`config.mk`:
```
export PLATFORM = sky130hd
export DESIGN_NAME = bits_pattern_gen
export DESIGN_NICKNAME = d
export VERILOG_FILES = /design/src/rtl/bits_pattern_gen.sv
export SDC_FILE = /design/constraint.sdc
export NUM_CORES = 1
export LEC_CHECK = 0
export CAP_MARGIN = 20
export CORE_AREA = 8 8 198 200
export DETAILED_ROUTE_END_ITERATION = 10
export DIE_AREA = 0 0 206 208
export PLACE_DENSITY = 0.62
export SLEW_MARGIN = 20
export SYNTH_ARGS = -nofsm -noshare
export SYNTH_HDL_FRONTEND = slang
export SYNTH_SLANG_ARGS = --single-unit
export TNS_END_PERCENT = 50
```
`constraint.sdc`:
```
create_clock -name clk -period 6.6 [get_ports clk]
set_input_delay 0.99 -clock clk [delete_from_list [all_inputs] [get_ports clk]]
set_output_delay 0.99 -clock clk [all_outputs]
set_load 0.05 [all_outputs]
```
`src/rtl/bits_pattern_gen.sv`:
```
// rtl/bits_pattern_gen.sv - burst pattern source of packed [CHANNELS][LANES][LANE_W] beats
// Four deterministic pattern modes, header struct per beat, valid/ready handshake.
module bits_pattern_gen #(
   parameter int          LANE_W   = 32,
   parameter int          LANES    = 2,
   parameter int          CHANNELS = 2,
   parameter logic [31:0] SEED     = 32'h19260817
) (
   input  logic                                        clk,
   input  logic                                        resetn,
   input  logic                                        start,
   input  logic [1:0]                                  mode,
   input  logic [15:0]                                 len,
   output logic [CHANNELS-1:0][LANES-1:0][LANE_W-1:0]  data,
   output logic [16:0]                                 hdr,
   output logic                                        valid,
   input  logic                                        ready,
   output logic                                        busy,
   output logic                                        done,
   output logic [31:0]                                 total
);

   typedef logic [CHANNELS-1:0][LANES-1:0][LANE_W-1:0] beat_t;
   typedef struct packed {
      logic        last;
      logic [15:0] beat;
   } hdr_t;
   typedef enum logic [1:0] {S_IDLE, S_RUN, S_DONE} state_t;

   localparam logic [31:0] POLY = 32'h80200003;

   state_t      state;
   logic [1:0]  mode_r;
   logic [15:0] len_r;
   logic [15:0] k;
   logic [31:0] lfsr;
   hdr_t        hdr_q;

   logic [15:0] k_nxt;
   logic [31:0] lfsr_nxt;
   beat_t       first_beat;
   beat_t       next_beat;

   function automatic logic [31:0] lfsr_step(input logic [31:0] s);
      return s[0] ? ((s >> 1) ^ POLY) : (s >> 1);
   endfunction

   // Element index is formed in 32 bits, then each mode truncates to the lane width.
   function automatic logic [LANE_W-1:0] elem(input logic [1:0] m, input logic [15:0] kk,
                                              input int c, input int l, input logic [31:0] lf);
      logic [31:0] i;
      logic [31:0] v;
      i = 32'(kk) * 32'(CHANNELS * LANES) + 32'(c * LANES + l);
      case (m)
         2'd0:    v = SEED;
         2'd1:    v = SEED + i;
         2'd2:    v = lf ^ i;
         default: v = 32'd1 << (i % 32'(LANE_W));
      endcase
      return LANE_W'(v);
   endfunction

   function automatic beat_t beat_of(input logic [1:0] m, input logic [15:0] kk,
                                     input logic [31:0] lf);
      beat_t d;
      for (int c = 0; c < CHANNELS; c++) begin
         for (int l = 0; l < LANES; l++) begin
            d[c][l] = elem(m, kk, c, l, lf);
         end
      end
      return d;
   endfunction

   assign k_nxt      = k + 16'd1;
   assign lfsr_nxt   = lfsr_step(lfsr);
   assign first_beat = beat_of(mode, 16'd0, SEED);
   assign next_beat  = beat_of(mode_r, k_nxt, lfsr_nxt);
   assign hdr        = hdr_q;

   always_ff @(posedge clk or negedge resetn) begin
      if (!resetn) begin
         state  <= S_IDLE;
         mode_r <= 2'd0;
         len_r  <= 16'd0;
         k      <= 16'd0;
         lfsr   <= SEED;
         hdr_q  <= '0;
         data   <= '0;
         valid  <= 1'b0;
         busy   <= 1'b0;
         done   <= 1'b0;
         total  <= 32'd0;
      end else begin
         case (state)
            S_IDLE: begin
               if (start) begin
                  mode_r <= mode;
                  len_r  <= len;
                  k      <= 16'd0;
                  lfsr   <= SEED;
                  if (len != 16'd0) begin
                     state <= S_RUN;
                     valid <= 1'b1;
                     busy  <= 1'b1;
                     data  <= first_beat;
                     hdr_q <= '{last: (len == 16'd1), beat: 16'd0};
                  end else begin
                     state <= S_DONE;
                     done  <= 1'b1;
                  end
               end
            end
            S_RUN: begin
               // Without ready the beat is simply not touched, which keeps data/hdr stable.
               if (ready) begin
                  total <= total + 32'd1;
                  k     <= k_nxt;
                  lfsr  <= lfsr_nxt;
                  if (hdr_q.last) begin
                     state <= S_DONE;
                     valid <= 1'b0;
                     busy  <= 1'b0;
                     done  <= 1'b1;
                  end else begin
                     data  <= next_beat;
                     hdr_q <= '{last: (k_nxt == len_r - 16'd1), beat: k_nxt};
                  end
               end
            end
            S_DONE: begin
               done  <= 1'b0;
               state <= S_IDLE;
            end
            default: state <= S_IDLE;
         endcase
      end
   end

endmodule

```
Word level (Yosys, flattened, before mapping)

Cells that the tools add are included.
Widths: inputs -> output; s select.

Input bits: 22
Output and inout port bits: 180
Word-level logic and storage cells: 102
Flip-flop bits (word level): 247

Equal/unequal tests: 14
Add/subtract/negate cells: 10
Multiplexer cells: 40
Bitwise logic cells: 5
Reduce and logical (&&, ||, !) cells: 15
Shifts and indexed selects: 4

Operator list:

| cell                   | count |
|---|---|
| $mux 128               | 4 |
| $pmux 32 s3            | 4 |
| $pmux 29 s3            | 3 |
| $pmux 128 s2           | 1 |
| $shl 1x5->32 const A   | 4 |
| $mux 32                | 3 |
| $xor 32x19->32         | 3 |
| $add 29x19->30 const A | 3 |
| $mux 17                | 4 |
| $pmux 32 s2            | 1 |
| $add 18x2->19 const B  | 2 |
| $pmux 17 s2            | 1 |
| $add 32x1->32 const B  | 1 |
| $mux 16                | 2 |
| $pmux 16 s2            | 1 |
| $xor 32x18->32         | 1 |
| $add 29x18->30 const A | 1 |
| $mux 29                | 1 |
| $add 18x1->19 const B  | 1 |
| $add 16x1->16 const B  | 1 |
| $eq 16x1->1 const B    | 1 |
| $eq 16x16->1           | 1 |
| $reduce_bool 16->1     | 1 |
| $sub 16x1->16 const B  | 1 |
| other kinds (17)       | 42 |

Depth between registers and ports, before layout

Gate-level depths: netlist of the first run.

Depth after elaboration: 7
Depth in mapped cells: 10
Depth with buffers taken out: 9

Worst setup path before layout of the first run

No wires, ideal clock.

Path kind: flip-flop to flip-flop
Start: register k[0]
End: register data[78] (netlist bit)
Path slack: 3.825 ns
Data required time: 6.462 ns
Stages on the path, launching flop included: 11
Period minus slack after synthesis: 2.775 ns
Arrival: 2.636 ns
Setup time: 0.138 ns
Buffers on the path: 1
Cells stage by stage: dfrtp_1 ha_1 ha_1 clkbuf_1 inv_1 nor2_1 a221oi_1 a31oi_2 or3_1 a21oi_1 o221ai_1

Word-level cells in the longest chain between the ends: 7
Elaborated cells on any way between the ends: 9
Classes of those cells: add/sub (3); shift (1); mux (4); bitwise (1)

Ends and longest elaborated chain:

| element                                      | RTL line | text |
|---|---|---|
| start, declared                              | 35       | `logic [15:0] k;` |
| start signal, assigned                       | 117      | `k <= k_nxt;` |
| $add 16x1->16 *                              | 74       | `assign k_nxt = k + 16'd1;` |
| $add 18x2->19 *                              | 53       | `i = 32'(kk) * 32'(CHANNELS * LANES) + 32'(c * LANES + l);` |
| $add 29x19->30, or another cell as far along | 56       | `2'd1: v = SEED + i;` |
| $pmux 32 s3 *                                | 54       | `case (m)` |
| $mux 128 *                                   | 119      | `if (hdr_q.last) begin` |
| $mux 128 *                                   | 115      | `if (ready) begin` |
| $pmux 128 s2 *                               | 94       | `case (state)` |
| end signal, assigned                         | 105      | `data <= first_beat;` |
| end signal, assigned                         | 125      | `data <= next_beat;` |
| end, declared                                | 14       | `output logic [CHANNELS-1:0][LANES-1:0][LANE_W-1:0] data,` |

Every way passes the cells marked *; elsewhere a longest branch is shown, timed or not. The select of a mux whose other input is x is not followed.
A chain may end at the register's enable or synchronous reset.

Worst setup path after layout of the first run

Start: register k[0]
End: register data[45] (netlist bit)

Word-level cells in the longest chain between the ends: 7
Elaborated cells on any way between the ends: 9
Classes of those cells: add/sub (3); shift (1); mux (4); bitwise (1)

Ends and longest elaborated chain:

| element                                      | RTL line |
|---|---|
| $add 16x1->16 *                              | 74 |
| $add 18x1->19 *                              | 53 |
| $add 29x19->30, or another cell as far along | 56 |
| $pmux 32 s3 *                                | 54 |
| $mux 128 *                                   | 119 |
| $mux 128 *                                   | 115 |
| $pmux 128 s2 *                               | 94 |

Marked as above.

==> results of run 1 <==
final cells by class:
type | instances | area share (%)
clock buffer | 19 | 3.41
clock inverter | 13 | 0.829
inverter | 15 | 0.424
multi-input combinational | 850 | 37.1
sequential | 200 | 37.8
tap | 468 | 4.41
timing repair buffer | 214 | 16.1
cells by family (layout without fill, tap and decap cells):
kind of cell,after synthesis,after routing,synth area share [%]
buf+inv,129,261,6.56
fa+ha+maj,12,12,1.42
mux,1,1,0.0944
xor+xnor,97,97,8.15
compound gates,258,258,15.5
simple gates,482,482,21.0
flops,200,200,47.3
worst max-delay path by stage:
stage          startpoint  slack, ns  endpoint
6_report             k[0]       2.89  data[45]
3_5_place_dp       len[8]       2.56  data[97]
4_1_cts              k[0]       2.96  data[45]
5_1_grt              k[0]       2.68  data[45]
3_3_place_gp       len[9]       2.62  data[65]
2_1_floorplan        k[0]       3.83  data[78]
flip-flops by register name, indices dropped and copies added, names as in the netlist:
signal	cells
data	81
lfsr	32
total	32
hdr	17
k	16
len_r	16
mode_r	2
state	2
busy	1
done	1
synth_stat cells, drive strengths merged (8+ instances only):
cell type,number,area [sq um]
buf,61,440
nand4,18,140
o21ai,97,485
or3,11,73.8
a22o,10,87.6
dfstp,11,289
nand2,210,788
nor4,8,71.3
xor2,38,340
nand3,71,365
inv,15,56.3
a21oi,52,260
xnor2,59,524
o31ai,12,95.1
ha,12,150
o22ai,9,56.3
and3,12,75.1
clkbuf,53,199
dfrtp,189,4730
nor3,21,110
nor2,102,385
metal layers:
metal / vias up / share of wire (%) / track usage, %
met2: 321 / 45 / 23.2
li1: 4296 / - / -
met3: 21 / 8.0 / 3.56
met4: 0 / 0.90 / 2.84
met1: 4442 / 46 / 21.1
met5: - / 0 / 0
worst max-delay path: stages (launching register included):
cell and delay, ns:
dfrtp_1 0.73, ha_1 0.46, ha_1 0.51, ha_1 0.35, a21oi_1 0.46, a31oi_1 0.37
nor2_1 0.26, o221ai_1 0.13, a221o_1 0.33
power by group through the flow:
stage	logic (uW)	clock network, uW	registers, uW
after floorplan	1840	0	2620
after global placement	3480	0	2030
after detailed placement	3520	0	2040
after CTS	3520	1050	2020
after global routing	3740	1100	2080
final	3510	1020	2020
cells in the final DEF (no fill, tap or decap), drive strengths merged, types with 5 or more instances in the layout:
cell type / Yosys / final
nand4: 18 / 18
a221o: 7 / 7
and3: 12 / 12
o21ai: 97 / 97
a221oi: 5 / 5
xnor2: 59 / 59
o22ai: 9 / 9
dfrtp: 189 / 189
and2: 7 / 7
nand2: 210 / 210
nor4: 8 / 8
inv: 15 / 21
a31oi: 7 / 7
a22o: 10 / 10
o211ai: 7 / 7
clkbuf: 53 / 20
o31ai: 12 / 12
ha: 12 / 12
or3: 11 / 11
buf: 61 / 13
a21o: 7 / 7
nor3: 21 / 21
a22oi: 5 / 5
nand3: 71 / 71
a211o: 5 / 5
xor2: 38 / 38
dfstp: 11 / 11
nor2: 102 / 102
a21oi: 52 / 52
clkdlybuf4s50: 0 / 200
metrics by stage:
stage | utilization [%] | setup slack, ns | std cells
2_1_floorplan | - | 3.83 | 1179
3_3_place_gp | 35.1 | 2.62 | 1746
3_5_place_dp | 35.1 | 2.56 | 1746
4_1_cts | 36.7 | 2.96 | 1778
5_1_grt | 36.8 | 2.68 | 1779
6_report | 36.8 | 2.89 | 1779
==> reports/results.tsv, run 1 <==
metric	value	unit
status	complete, no violations	
switching power	3320	uW
Clock power frac	15.6	%
detailed placement HPWL	24600	microns
syn_nets	1213	
Hold Fails Final Rpt	0	
overall routed net length	33200	microns
Placer Congestion	0.879	
HP Class	flop to flop	
Worst Hold Launch	total[31]	
Chip Width	206	microns
RSZ-0062 raised after global routing	no	
number of buffers created by CTS	17	
via count	9080	
largest net degree at the start of global routing	77	
Reg2Reg Setup Slack	2.89	ns
initial antenna violation count	0	
Die H	208	microns
post-synthesis sequential area ratio	47.3	%
Max-Cap Viols	0	
worst r2r src	k[0]	
layout cells sized above 1	6.25	%
core area	36100	sq um
measured slew at the worst slew-check pin	1.04	ns
fmax	269	MHz
peak supply drop	0.000317	V
drt wl/cell	18.6	microns
Multi-input gate area	4920	sq um
Reg power frac	30.8	%
Slew Limit Fails	0	
Period Utilization, post-route	56.3	%
sw frac	50.7	%
Netlist cell types	78	
Synth Instances	1179	
CP required	6.93	ns
grt total ovfl	0	
r2r worst-path depth	8	
# rows	70	
CTS Sinks	200	
Lkg Pwr	0.00557	uW
sequential cell area	5020	sq um
ys async rst share	100	%
yosys synthesis warning count	0	
Post-synth EDFFs	0	
cell area after synthesis	10600	sq um
Syn Area/Cell	8.99	sq um
kind of critical path	flop to flop	
Finished Cell Area	13300	sq um
Data arrival, critical path	4.05	ns
CP startpoint kind	flop	
Initial Utilization	29.4	%
Syn-to-layout area delta	25.2	%
Min-Delay Endpoint	total[31]	
Int Power	3220	uW
r2r endpoint	data[45]	
CTS tree	built	
clock latency on the worst-skew pair	0.44	ns
Synth Flop Type	dfrtp_1	
Setup-failing EPs final	0	
Rel. slew slack	30.7	%
Post-layout nets	1332	
dpl cell area	12700	sq um
synthesized flop and latch total	200	
vias in the first global route	8659	
Crit. End Element	flop	
clock root buffer	clkbuf_16	
DRT iter0 DRCs	765	
postcts setup bufs	0	
Power Density	493	nW/um^2
Global Route Usage Sum	15.0	%
worst hold slack	0.475	ns
maximum fanout along the worst path	16	
total power	6540	uW
clk slew on worst S/H paths	0.08	ns
fillcell total	3746	
Period minus WS final	3.71	ns
Vias/cell	5.10	
hold depth	1	
DR pass1 iterations	5	
TNS Setup	0	ns
H-tree lvl count	4	
final clock skew	0.0145	ns
# diodes	0	
Comb power frac	53.6	%
clock buffer depth	2	
Post-DRT Antenna Nets	0	
first-pass GRT wire length	51200	microns
Post-CTS Hold Fix Bufs	0	
Gates resized, CTS repair	0	
Die Area	42800	sq um
I/O Buffers	201	
DR DRC count	0	
num ports	202	
Note: power is estimated with default switching activity, not from simulation.
==> run 2: changes to the inputs <==
--- a/config.mk
+++ b/config.mk
@@ -9,7 +9,7 @@
 export CORE_AREA = 8 8 198 200
 export DETAILED_ROUTE_END_ITERATION = 10
 export DIE_AREA = 0 0 206 208
-export PLACE_DENSITY = 0.62
+export PLACE_DENSITY = 0.64
 export SLEW_MARGIN = 20
 export SYNTH_ARGS = -nofsm -noshare
 export SYNTH_HDL_FRONTEND = slang
==> constraint.sdc (replaced) <==
create_clock -name clk -period 3.2 [get_ports clk]
set_input_delay 0.48 -clock clk [delete_from_list [all_inputs] [get_ports clk]]
set_output_delay 0.48 -clock clk [all_outputs]
set_load 0.05 [all_outputs]
==> reports/results.tsv, run 2 (synthesis results as in run 1) <==
metric	value	unit	change
Period Utilization, post-route	88.6	%	was 56.3%
clock latency on the worst-skew pair	0.45	ns	was 0.44 ns
clk slew on worst S/H paths	0.08	ns	about the same
layout cells sized above 1	8.46	%	was 6.25%
RSZ-0062 raised after global routing	no		unchanged
fmax	353	MHz	was 269 MHz
Crit. End Element	flop		unchanged
fillcell total	3635		was 3746
overall routed net length	33800	microns	was 33200 microns
Vias/cell	5.11		was 5.10
CTS tree	built		unchanged
first-pass GRT wire length	53000	microns	was 51200 microns
kind of critical path	flop to flop		unchanged
final clock skew	0.0172	ns	was 0.0145 ns
r2r endpoint	data[8]		was data[45]
Post-layout nets	1369		was 1332
Initial Utilization	29.4	%	unchanged
peak supply drop	0.000777	V	was 0.000317 V
Chip Width	206	microns	unchanged
CP startpoint kind	flop		unchanged
worst r2r src	k[0]		unchanged
clock root buffer	clkbuf_16		unchanged
I/O Buffers	201		unchanged
CP required	3.60	ns	was 6.93 ns
# diodes	0		unchanged
Syn-to-layout area delta	28.1	%	was 25.2%
H-tree lvl count	4		unchanged
Data arrival, critical path	3.23	ns	was 4.05 ns
r2r worst-path depth	12		was 8
Power Density	1020	nW/um^2	was 493 nW/um^2
number of buffers created by CTS	17		unchanged
TNS Setup	0	ns	unchanged
Slew Limit Fails	0		unchanged
DRT iter0 DRCs	842		was 765
via count	9275		was 9080
largest net degree at the start of global routing	104		was 77
vias in the first global route	9135		was 8659
DR pass1 iterations	5		unchanged
detailed placement HPWL	25100	microns	was 24600 microns
Die Area	42800	sq um	unchanged
grt total ovfl	0		unchanged
core area	36100	sq um	unchanged
Top Registers	data x81, lfsr x32, total x32		unchanged
# rows	70		unchanged
Placer Congestion	0.854		was 0.879
Multi-input gate area	4910	sq um	was 4920 sq um
HP Class	input port to asynchronous set/reset pin		was flop to flop
max FFs per register	81		unchanged
sequential cell area	5020	sq um	unchanged
most frequent cells in the layout	nand2_1 (210), clkdlybuf4s50_1 (200), dfrtp_1 (189)		unchanged
Period minus WS final	2.83	ns	was 3.71 ns
Max-Cap Viols	0		unchanged
DR DRC count	0		unchanged
status	complete, no violations		unchanged
initial antenna violation count	0		unchanged
Top reg by flops	data		unchanged
maximum fanout along the worst path	6		was 16
Reg2Reg Setup Slack	0.37	ns	was 2.89 ns
pre-CTS WS	0.229	ns	was 2.56 ns
Hold Fails Final Rpt	0		unchanged
Lkg Pwr	0.00575	uW	was 0.00557 uW
clock buffer depth	2		unchanged
CTS Sinks	200		unchanged
Post-DRT Antenna Nets	0		unchanged
Global Route Usage Sum	15.5	%	was 15.0%
drt wl/cell	18.6	microns	about the same
Die H	208	microns	unchanged
Rel. slew slack	36.6	%	was 30.7%
most common cell after layout, fill and taps aside	nand2_1		unchanged
Setup-failing EPs final	0		unchanged
measured slew at the worst slew-check pin	0.945	ns	was 1.04 ns
num ports	202		unchanged
Post-CTS Hold Fix Bufs	0		unchanged
Final WS setup	0.365	ns	was 2.89 ns
## run 2: cell count changes in the layout (fill, tap and decap cells not counted), moves of 2 or more
| cell | before | now |
|---|---|---|
| bufinv_16 | 0 | 2 |
| buf_4 | 12 | 46 |
| inv_8 | 2 | 0 |
| inv_6 | 4 | 2 |
| buf_12 | 0 | 4 |
| clkbuf_1 | 0 | 4 |
## run 2: layout make-up
class,count,area share [%]
clock inverter,10,0.893
sequential,200,36.9
multi-input combinational,850,36.1
tap,468,4.31
inverter,15,0.414
timing repair buffer,251,18.0
clock buffer,22,3.34
## run 2: metal layers
layer	share of wire [%]	track usage (%)
met1	45	21.4
met2	46	23.8
met3	7.7	3.76
met4	1.7	4.41
met5	0	0
## run 2: critical path, stage by stage, from the launching register on
cell and delay (ns):
dfrtp_1 0.39, ha_1 0.27, buf_4 0.18, ha_1 0.35
inv_1 0.09, nor2_1 0.19, a221oi_1 0.09, buf_4 0.18
nand2_1 0.11, o22ai_1 0.09, a2111oi_1 0.57, buf_4 0.20
a31o_2 0.09
## run 2: power breakdown
group / switching (uW) / internal [uW]
combinational: 5060 / 2450
sequential: 808 / 3320
clock: 1010 / 1180
total: 6890 / 6950
## run 2: worst max-delay path by stage
stage | from | end | cells past startpoint
finish | k[0] | data[8] | 12
global route | k[0] | data[8] | 12
CTS | k[0] | data[8] | 12
detailed placement | k[0] | data[8] | 12
global placement | k[0] | data[8] | 12
floorplan | k[0] | data[78] | 10
## run 2: repair_timing
| action | CTS | global route |
|---|---|---|
| gates resized for setup | 0 | 1 |
| buffers inserted | 0 | 0 |
| setup endpoints to repair | 0 | 1 |
## run 2: per-stage QoR
step | area [sq um] | total power (uW) | utilization [%] | std cells | hold slack, ns
floorplan | 10600 | 9200 | - | 1179 | 0.184
global placement | 13000 | 11600 | 36.0 | 1784 | 0.457
detailed placement | 13000 | 11700 | 36.0 | 1784 | 0.459
CTS | 13600 | 14000 | 37.6 | 1816 | 0.131
global route | 13600 | 14600 | 37.6 | 1816 | 0.140
finish | 13600 | 13800 | 37.6 | 1816 | 0.0582
==> run 3: changes to the inputs <==
--- a/config.mk
+++ b/config.mk
@@ -5,8 +5,8 @@
 export SDC_FILE = /design/constraint.sdc
 export NUM_CORES = 1
 export LEC_CHECK = 0
-export CAP_MARGIN = 20
 export CORE_AREA = 8 8 198 200
+export CTS_CLUSTER_SIZE = 12
 export DETAILED_ROUTE_END_ITERATION = 10
 export DIE_AREA = 0 0 206 208
 export PLACE_DENSITY = 0.64
==> results of run 3 <==
No change in the layout: final DEF, timing and power equal those of run 2.
